<file path="src/rtl/sudoku_pkg.sv">
// rtl/sudoku_pkg.sv - shared constants, FSM encoding and cursor helper for the Sudoku input path
package sudoku_pkg;

    localparam int BTN_UP    = 0;
    localparam int BTN_DOWN  = 1;
    localparam int BTN_LEFT  = 2;
    localparam int BTN_RIGHT = 3;
    localparam int BTN_A     = 4;
    localparam int BTN_B     = 5;
    localparam int BTN_C     = 6;
    localparam int BTN_START = 7;
    localparam int BTN_X     = 8;
    localparam int BTN_Y     = 9;
    localparam int BTN_Z     = 10;
    localparam int BTN_MODE  = 11;

    localparam int         GRID_N    = 9;
    localparam logic [3:0] DIGIT_MIN = 4'd1;
    localparam logic [3:0] DIGIT_MAX = 4'd9;

    typedef enum logic [1:0] {
        ST_IDLE   = 2'd0,
        ST_WRITE  = 2'd1,
        ST_PAUSED = 2'd2
    } state_e;

    // Opposing steps in the same cycle cancel; both ends of the axis wrap.
    function automatic logic [3:0] coord_step(input logic [3:0] v, input logic inc,
                                              input logic dec, input logic [3:0] last);
        logic [3:0] r;
        r = v;
        if (inc && !dec) r = (v == last) ? 4'd0 : v + 4'd1;
        if (dec && !inc) r = (v == 4'd0) ? last : v - 4'd1;
        return r;
    endfunction

endpackage

</file>
<file path="src/rtl/button_repeat.sv">
// rtl/button_repeat.sv - per-direction step generator: immediate step on press, then hold/auto-repeat steps
module button_repeat #(
    parameter int HOLD_DELAY    = 25000000,
    parameter int REPEAT_PERIOD = 5000000
) (
    input  logic clk,
    input  logic rst_n,
    input  logic press_i,
    input  logic held_i,
    output logic step_o
);

    localparam int              CW       = $clog2(HOLD_DELAY + 1);
    localparam logic [CW-1:0]   HOLD_C   = CW'(HOLD_DELAY);
    // Reloading here makes the counter reach HOLD_C again exactly REPEAT_PERIOD cycles later.
    localparam logic [CW-1:0]   RELOAD_C = CW'(HOLD_DELAY - REPEAT_PERIOD + 1);

    logic [CW-1:0] cnt_q, cnt_d;

    always_comb begin
        cnt_d  = '0;
        step_o = 1'b0;
        if (press_i) begin
            cnt_d  = CW'(1);
            step_o = 1'b1;
        end else if (held_i && cnt_q != '0) begin
            if (cnt_q == HOLD_C) begin
                cnt_d  = RELOAD_C;
                step_o = 1'b1;
            end else begin
                cnt_d = cnt_q + CW'(1);
            end
        end
    end

    always_ff @(posedge clk or negedge rst_n) begin
        if (!rst_n) cnt_q <= '0;
        else        cnt_q <= cnt_d;
    end

endmodule

</file>
<file path="src/rtl/sudoku_input_controller.sv">
// rtl/sudoku_input_controller.sv - maps debounced buttons to cursor, digit, write/clear and pause actions
module sudoku_input_controller
    import sudoku_pkg::*;
#(
    parameter int HOLD_DELAY    = 25000000,
    parameter int REPEAT_PERIOD = 5000000,
    parameter int GRID          = GRID_N
) (
    input  logic        clk,
    input  logic        reset,
    input  logic [11:0] buttons,
    input  logic        game_lock,
    input  logic        cell_fixed,
    input  logic        wr_ack,
    output logic [3:0]  cur_row,
    output logic [3:0]  cur_col,
    output logic [3:0]  digit,
    output logic        wr_req,
    output logic [3:0]  wr_row,
    output logic [3:0]  wr_col,
    output logic [3:0]  wr_value,
    output logic        block_controller,
    output logic        paused,
    output logic        err_fixed
);

    localparam logic [3:0] LAST = 4'(GRID - 1);
    localparam logic [3:0] MID  = 4'(GRID / 2);

    state_e      state_q, state_d;
    logic [11:0] prev_q;
    logic [3:0]  row_q, row_d, col_q, col_d, digit_q, digit_d;
    logic [3:0]  wr_row_q, wr_row_d, wr_col_q, wr_col_d, wr_val_q, wr_val_d;
    logic        wr_req_q, wr_req_d, paused_q, paused_d, err_q, err_d;
    logic [11:0] press;
    logic [3:0]  step;
    logic        active;

    assign press  = buttons & ~prev_q;
    assign active = (state_q == ST_IDLE) && !game_lock;

    // Counters only run while events are accepted; any other state clears them.
    for (genvar d = 0; d < 4; d++) begin : g_rep
        button_repeat #(
            .HOLD_DELAY   (HOLD_DELAY),
            .REPEAT_PERIOD(REPEAT_PERIOD)
        ) u_rep (
            .clk    (clk),
            .rst_n  (reset),
            .press_i(press[d] & active),
            .held_i (buttons[d] & active),
            .step_o (step[d])
        );
    end

    always_comb begin
        state_d  = state_q;
        row_d    = row_q;
        col_d    = col_q;
        digit_d  = digit_q;
        wr_row_d = wr_row_q;
        wr_col_d = wr_col_q;
        wr_val_d = wr_val_q;
        wr_req_d = wr_req_q;
        paused_d = paused_q;
        err_d    = 1'b0;
        case (state_q)
            ST_IDLE: begin
                if (!game_lock) begin
                    if (press[BTN_START]) begin
                        paused_d = 1'b1;
                        state_d  = ST_PAUSED;
                    end else if (press[BTN_C] || press[BTN_X]) begin
                        if (cell_fixed) begin
                            err_d = 1'b1;
                        end else begin
                            wr_row_d = row_q;
                            wr_col_d = col_q;
                            wr_val_d = press[BTN_C] ? digit_q : 4'd0;
                            wr_req_d = 1'b1;
                            state_d  = ST_WRITE;
                        end
                    end else if (|step) begin
                        row_d = coord_step(row_q, step[BTN_DOWN], step[BTN_UP], LAST);
                        col_d = coord_step(col_q, step[BTN_RIGHT], step[BTN_LEFT], LAST);
                    end else if (press[BTN_A] && !press[BTN_B]) begin
                        digit_d = (digit_q == DIGIT_MAX) ? DIGIT_MIN : digit_q + 4'd1;
                    end else if (press[BTN_B] && !press[BTN_A]) begin
                        digit_d = (digit_q == DIGIT_MIN) ? DIGIT_MAX : digit_q - 4'd1;
                    end
                end
            end
            ST_WRITE: begin
                if (wr_ack) begin
                    wr_req_d = 1'b0;
                    state_d  = ST_IDLE;
                end
            end
            ST_PAUSED: begin
                if (!game_lock && press[BTN_START]) begin
                    paused_d = 1'b0;
                    state_d  = ST_IDLE;
                end
            end
            default: state_d = ST_IDLE;
        endcase
    end

    always_ff @(posedge clk or negedge reset) begin
        if (!reset) begin
            state_q  <= ST_IDLE;
            prev_q   <= '0;
            row_q    <= MID;
            col_q    <= MID;
            digit_q  <= DIGIT_MIN;
            wr_row_q <= '0;
            wr_col_q <= '0;
            wr_val_q <= '0;
            wr_req_q <= 1'b0;
            paused_q <= 1'b0;
            err_q    <= 1'b0;
        end else begin
            state_q  <= state_d;
            prev_q   <= buttons;
            row_q    <= row_d;
            col_q    <= col_d;
            digit_q  <= digit_d;
            wr_row_q <= wr_row_d;
            wr_col_q <= wr_col_d;
            wr_val_q <= wr_val_d;
            wr_req_q <= wr_req_d;
            paused_q <= paused_d;
            err_q    <= err_d;
        end
    end

    assign cur_row          = row_q;
    assign cur_col          = col_q;
    assign digit            = digit_q;
    assign wr_req           = wr_req_q;
    assign wr_row           = wr_row_q;
    assign wr_col           = wr_col_q;
    assign wr_value         = wr_val_q;
    assign block_controller = (state_q == ST_WRITE);
    assign paused           = paused_q;
    assign err_fixed        = err_q;

endmodule

</file>
<file path="config.mk">
export PLATFORM = sky130hd
export DESIGN_NAME = sudoku_input_controller
export DESIGN_NICKNAME = d
export VERILOG_FILES = /design/src/rtl/sudoku_pkg.sv /design/src/rtl/button_repeat.sv /design/src/rtl/sudoku_input_controller.sv
export SDC_FILE = /design/constraint.sdc
export NUM_CORES = 1
export LEC_CHECK = 0
export CAP_MARGIN = 20
export CORE_AREA = 2 2 95 189
export DETAILED_ROUTE_END_ITERATION = 8
export DIE_AREA = 0 0 97 191
export PLACE_DENSITY_LB_ADDON = 0.1
export SLEW_MARGIN = 10
export SYNTH_ARGS = -nofsm -noshare
export SYNTH_HDL_FRONTEND = slang
export SYNTH_SLANG_ARGS = --single-unit
export TNS_END_PERCENT = 100
</file>
<file path="constraint.sdc">
create_clock -name clk -period 4.4 [get_ports clk]
set_clock_uncertainty 0.05 [all_clocks]
set_input_delay 0.88 -clock clk [delete_from_list [all_inputs] [get_ports clk]]
set_output_delay 0.88 -clock clk [all_outputs]
set_load 0.01 [all_outputs]
</file>
After elaboration in Yosys (flattened, before gate mapping)
Index checks and enable logic that the tools add are counted.
W data, S select, Z words.
Storage, ports and cells
  register bits after elaboration: 138
  output and inout port bits: 28
  word-level logic and storage cells: 158
Operators by class
  add/sub/neg operators: 10
  equal/unequal tests: 19
  multiplexer cells: 59
  bitwise operators: 15
  reduce and logical (&&, ||, !) cells: 40
Operator list (count)
  $mux W25: 12
  $add A25 B1 Y25 const B: 4
  $eq A25 B25 Y1 const B: 4
  $reduce_bool A25 Y1: 4
  $mux W4: 13
  $mux W1: 25
  $reduce_and A6 Y1: 4
  $add A4 B1 Y4 const B: 3
  $eq A4 B4 Y1 const B: 3
  $logic_and A1 B1 Y1: 12
  $mux W2: 6
  $ne A2 B2 Y1 const B: 6
  $sub A4 B1 Y4 const B: 3
  $reduce_and A5 Y1: 2
  $reduce_bool A2 Y1: 5
  $and A9 B9 Y9: 1
  $not A9 Y9: 1
  $and A1 B1 Y1: 8
  $logic_not A4 Y1: 2
  $logic_not A1 Y1: 7
  $pmux W2 S3: 1
  $not A1 Y1: 5
  $eq A4 B1 Y1 const B: 1
  $pmux W1 S2: 2
  other kinds (9): 9

Logic depth before layout (Yosys ltp)
  depth after elaboration: 10
  gate-level depth with buffers: 12
  gate-level depth less buffers: 11

Modules after synthesis
A second synthesis with hierarchy kept.
Second synthesis, totals
  cells, all modules: 795
  area, all modules: 7744.9 um2
By module, submodules not included
  button_repeat (g_rep[0].u_rep ...): instances 3, cells each 145, area an instance 1401.3 um2
  sudoku_input_controller: instances 1, cells each 213, area an instance 2122.0 um2
  button_repeat (g_rep[1].u_rep): instances 1, cells each 147, area an instance 1418.9 um2

Worst setup path before layout
No wires, ideal clock.
  kind: reg-to-reg
  start: register g_rep[2].u_rep.cnt_q[0]
  end: register col_q[3] (netlist: cur_col[3])
  arrival: 2.973 ns
  slack: 1.259 ns
  stages on the path, launching flop included: 13
  buffers on the path: 1
  cell sequence: dfrtp_1 -> inv_1 -> ha_1 -> nor4b_1 -> nand3_1 -> or4_1 -> a21oi_1 -> ha_1 -> clkbuf_1 -> or3b_2 -> a21oi_1 -> o2111ai_1 -> a21o_1
Between the ends
  longest elaborated chain between the ends: 8
  elaborated cells between the ends (all ways): 13
  those cells by class: 1 x eq/ne; 4 x mux; 8 x reduce/logical
Ends and longest elaborated chain
  start, declared: RTL line button_repeat.sv:18  | logic [CW-1:0] cnt_q, cnt_d;
  start signal, assigned: RTL line button_repeat.sv:38  | else cnt_q <= cnt_d;
  $eq A25 B25 Y1 or $reduce_bool A25 Y1 (tied branches): RTL line button_repeat.sv:27, button_repeat.sv:26
  $mux W1 or $logic_and A1 B1 Y1 (tied branches): RTL line button_repeat.sv:27, button_repeat.sv:26
  $mux W1 (*): RTL line button_repeat.sv:26  | end else if (held_i && cnt_q != '0) begin
  $mux W1 (*): RTL line button_repeat.sv:23  | if (press_i) begin
  $logic_not A1 Y1: RTL line sudoku_pkg.sv:32  | if (inc && !dec) r = (v == last) ? 4'd0 : v + 4'd1;
  $logic_and A1 B1 Y1: RTL line sudoku_pkg.sv:32
  $reduce_bool A2 Y1 (no source line)
  $reduce_and A6 Y1 (no source line)
  end signal, assigned: RTL line sudoku_input_controller.sv:126  | col_q <= col_d;
  end, declared: RTL line sudoku_input_controller.sv:32  | logic [3:0] row_q, row_d, col_q, col_d, digit_q, digit_d;
Every way passes the cells marked *; elsewhere a longest branch is shown, timed or not.
A chain may end at the register's enable or synchronous reset.

Worst setup path after layout
Same ends and word-level chain as after synthesis.

==> summary.md <==
| Metric | Value |
|---|---|
| Root Buffer | `clkbuf_16` |
| Final ANT Viol Nets | `0` |
| Num CTS Buffers | `17` |
| Fin nets | `856` |
| Max cap viols | `0` |
| Final hold viol count | `0` |
| Vias in the first global route | `6,256` |
| Max frequency | `284 MHz` |
| Startpoint Class | `flop` |
| R2R Path Start | `g_rep[2].u_rep.cnt_q[0]` |
| Largest net degree at the start of global routing | `92` |
| Relative slew margins | `37.8%` |
| Detailed placer's ending HPWL | `11,200 µm` |
| DRT Pass-1 Iters | `4` |
| Initial Utilization | `44.5%` |
| PD cells | `397 nW/µm²` |
| Ports | `45` |
| Grt ovf | `0` |
| Final setup TNS | `0 ps` |
| Crit-path max cell delay | `680 ps` |
| Chip height | `191 µm` |
| Hold Crit Start | `wr_row[2]` |
| Die Width | `97 µm` |
| Synthesized area | `7610 µm²` |
| Most common cell after layout, fill and taps aside | `dfrtp_1` |
| DR vias/cell | `5.93` |
| Placed cell area | `8210 µm²` |
| CP Cell Sequence | `inv_1 -> ha_1 -> nor4b_1 -> nand3_1 -> or4_1 -> a21oi_1 -> ha_1 -> or3b_2 -> a21oi_1 -> o2111ai_1 -> a21o_1` |
| Netlist cell types | `58` |
| Slew @ Worst Pin | `926 ps` |
| Cell count after synthesis | `789` |
| Most frequent cells in the layout | `135 x dfrtp_1, 49 x nor3_1, 47 x nand3_1` |
| Gates resized, CTS repair | `0` |
| Crit path max-delay family | `simple AND/OR/NAND/NOR gates` |
| # rows | `68` |
| Hold EP | `wr_row[2]` |
| GP Congestion | `0.815` |
| Initial DRC Count | `267` |
| CTS hold repair buffers | `0` |
| Initial antenna violation count | `0` |
| Number of synthesized flops with an enable pin | `0` |
| Status | `completed` |
| Worst R2R Setup Slack | `870 ps` |
| Clk sinks | `138` |
| Longest Clk Path Bufs | `2` |
| Core area | `17,100 µm²` |
| FFs w/ async S/R, synth | `100%` |
| Share of layout cells above drive strength 1 | `8.54%` |
| Most used DFF post-synth | `dfrtp_1` |
| Final WL | `17,000 µm` |
| Kind of critical path | `reg2reg` |
| DR WL/cell | `16.3 µm` |
| Post-Syn Nets | `827` |
| Area Overhead vs Synth | `15.7%` |
| DR vias | `6,170` |
| Synth warn | `0` |
| Worst hold path type | `reg2reg` |
| CP bufs+invs | `1` |
| Mean Syn Cell Area | `9.64 µm²` |
| Worst setup EP type | `flop` |
| Slowest cell on crit path | `or4_1` |
| Worst reg2reg endpoint | `cur_col[3]` |
| Final core occ | `51.5%` |
| VDD IR max | `0.238 mV` |
| Crit-path max FO | `9` |
| Worst Path Required | `4660 ps` |
| Final worst-path cycle share | `80.2%` |
| Finished layout cell area | `8800 µm²` |
| Pins Over Slew Limit | `0` |
| Port bufs | `41` |
| Sequential-to-total area share from yosys stat | `45.5%` |
| Reg2reg path depth | `11` |
| Leakage Power | `3.28 nW` |
| WP data arrival | `3790 ps` |
| GRT Total Usage | `19.4%` |
| Hold Crit Depth | `1` |
| Clk Latency, worst-skew pair | `420 ps` |
| Clock period minus final worst setup slack | `3530 ps` |
| Ant diodes | `0` |
| Count of final setup violators | `0` |
| Unrepaired setup endpoints after global routing | `no` |
| First-pass GRT wire length | `30,200 µm` |
| Drc violations | `0` |
| Clock-pin slew on the worst setup and hold paths | `60 ps` |
| TritonCTS clock tree | `done` |
| H-tree levels | `4` |
| Synthesis-stage register bit count | `138` |
| Post-CTS Setup Bufs | `0` |
| Die ar. | `18,500 µm²` |
| Total power | `3.50 mW` |
[worst register-to-register path: cells and delay by family (launching register included)]
family                     cells  cell delay (ps)
buffers and inverters          1               80
and+or+nand+nor                4             1660
adders and majority gates      2              500
AOI/OAI and AO/OA              4              700
DFF                            1              430
[power breakdown]
group	total (mW)	switching [mW]	leakage, nW	internal [mW]
combinational	0.589	0.281	1.13	0.308
clock	1.43	0.549	0.285	0.878
sequential	1.48	0.118	1.86	1.36
total	3.50	0.948	3.28	2.55
[final cells by class]
type	instances	area, µm²
timing repair buffer	48	477
tap	210	263
fill	1571	8300
sequential	138	3460
clock buffer	21	470
clock inverter	11	120
inverter	41	154
multi-input combinational	572	3860
[cells in the mapped netlist (all sizes together), types with 6 or more instances]
cell | instances | share of area [%]
dfrtp | 135 | 44
nor3 | 50 | 3.3
nand3 | 47 | 3.1
inv | 41 | 2.0
nand2 | 37 | 1.8
a21oi | 36 | 2.4
xnor2 | 36 | 4.1
clkbuf | 35 | 1.9
nor4 | 35 | 3.2
o21ai | 32 | 2.1
nand4 | 30 | 2.9
or4 | 29 | 2.9
or3 | 26 | 2.2
nor2 | 25 | 1.2
a211oi | 23 | 2.3
o31ai | 23 | 2.3
ha | 21 | 3.5
xor2 | 20 | 2.3
mux2 | 11 | 1.6
nand2b | 10 | 0.82
and3 | 7 | 0.58
a21o | 6 | 0.59
nor2b | 6 | 0.49
nor3b | 6 | 0.59
[how the worst max path moves through the flow]
stage                                  from          to  slack (ps)  depth (start not counted)
finish              g_rep[2].u_rep.cnt_q[0]  cur_col[3]         870                         11
global route        g_rep[2].u_rep.cnt_q[0]  cur_col[3]         570                         11
CTS                 g_rep[2].u_rep.cnt_q[0]  cur_col[3]         840                         11
detailed placement                game_lock  cur_col[3]         700                          9
global placement                  game_lock  cur_col[3]         760                          9
floorplan           g_rep[2].u_rep.cnt_q[0]  cur_col[3]        1260                         12
[metrics by stage]
step	setup slack, ps	hold WS, ps	instances
floorplan	1260	408	789
global placement	762	440	1009
detailed placement	704	449	1009
CTS	842	464	1041
global route	575	480	1041
finish	873	459	1041
[layer usage]
layer	share of wire, %	track usage, %	up-vias	wire length [µm]
li1	-	-	3013	-
met1	48	25.9	3055	8240
met2	48	31.8	85	8090
met3	2.6	3.33	17	447
met4	1.4	7.15	0	232
met5	0	0	-	0
[flip-flops by register name, summed over array words and instances (netlist names)]
register	cells
digit	4
g_rep.u_rep.cnt_q	100
wr_row	4
wr_req	1
cur_col	4
prev_q	9
wr_value	4
wr_col	4
err_fixed	1
paused	1
cur_row	4
state_q	2
[kinds of logic after synthesis]
group                      Yosys count  share of synthesized area, %
AOI/OAI and AO/OA                  148                          12.7
muxes                               16                          2.29
buffers and inverters               79                          4.19
xor gates and xnor gates            56                          6.45
and+or+nand+nor                    331                          25.5
DFF                                138                          45.5
adders and majority gates           21                          3.45
No activity file was read; power rests on OpenSTA's default activity.
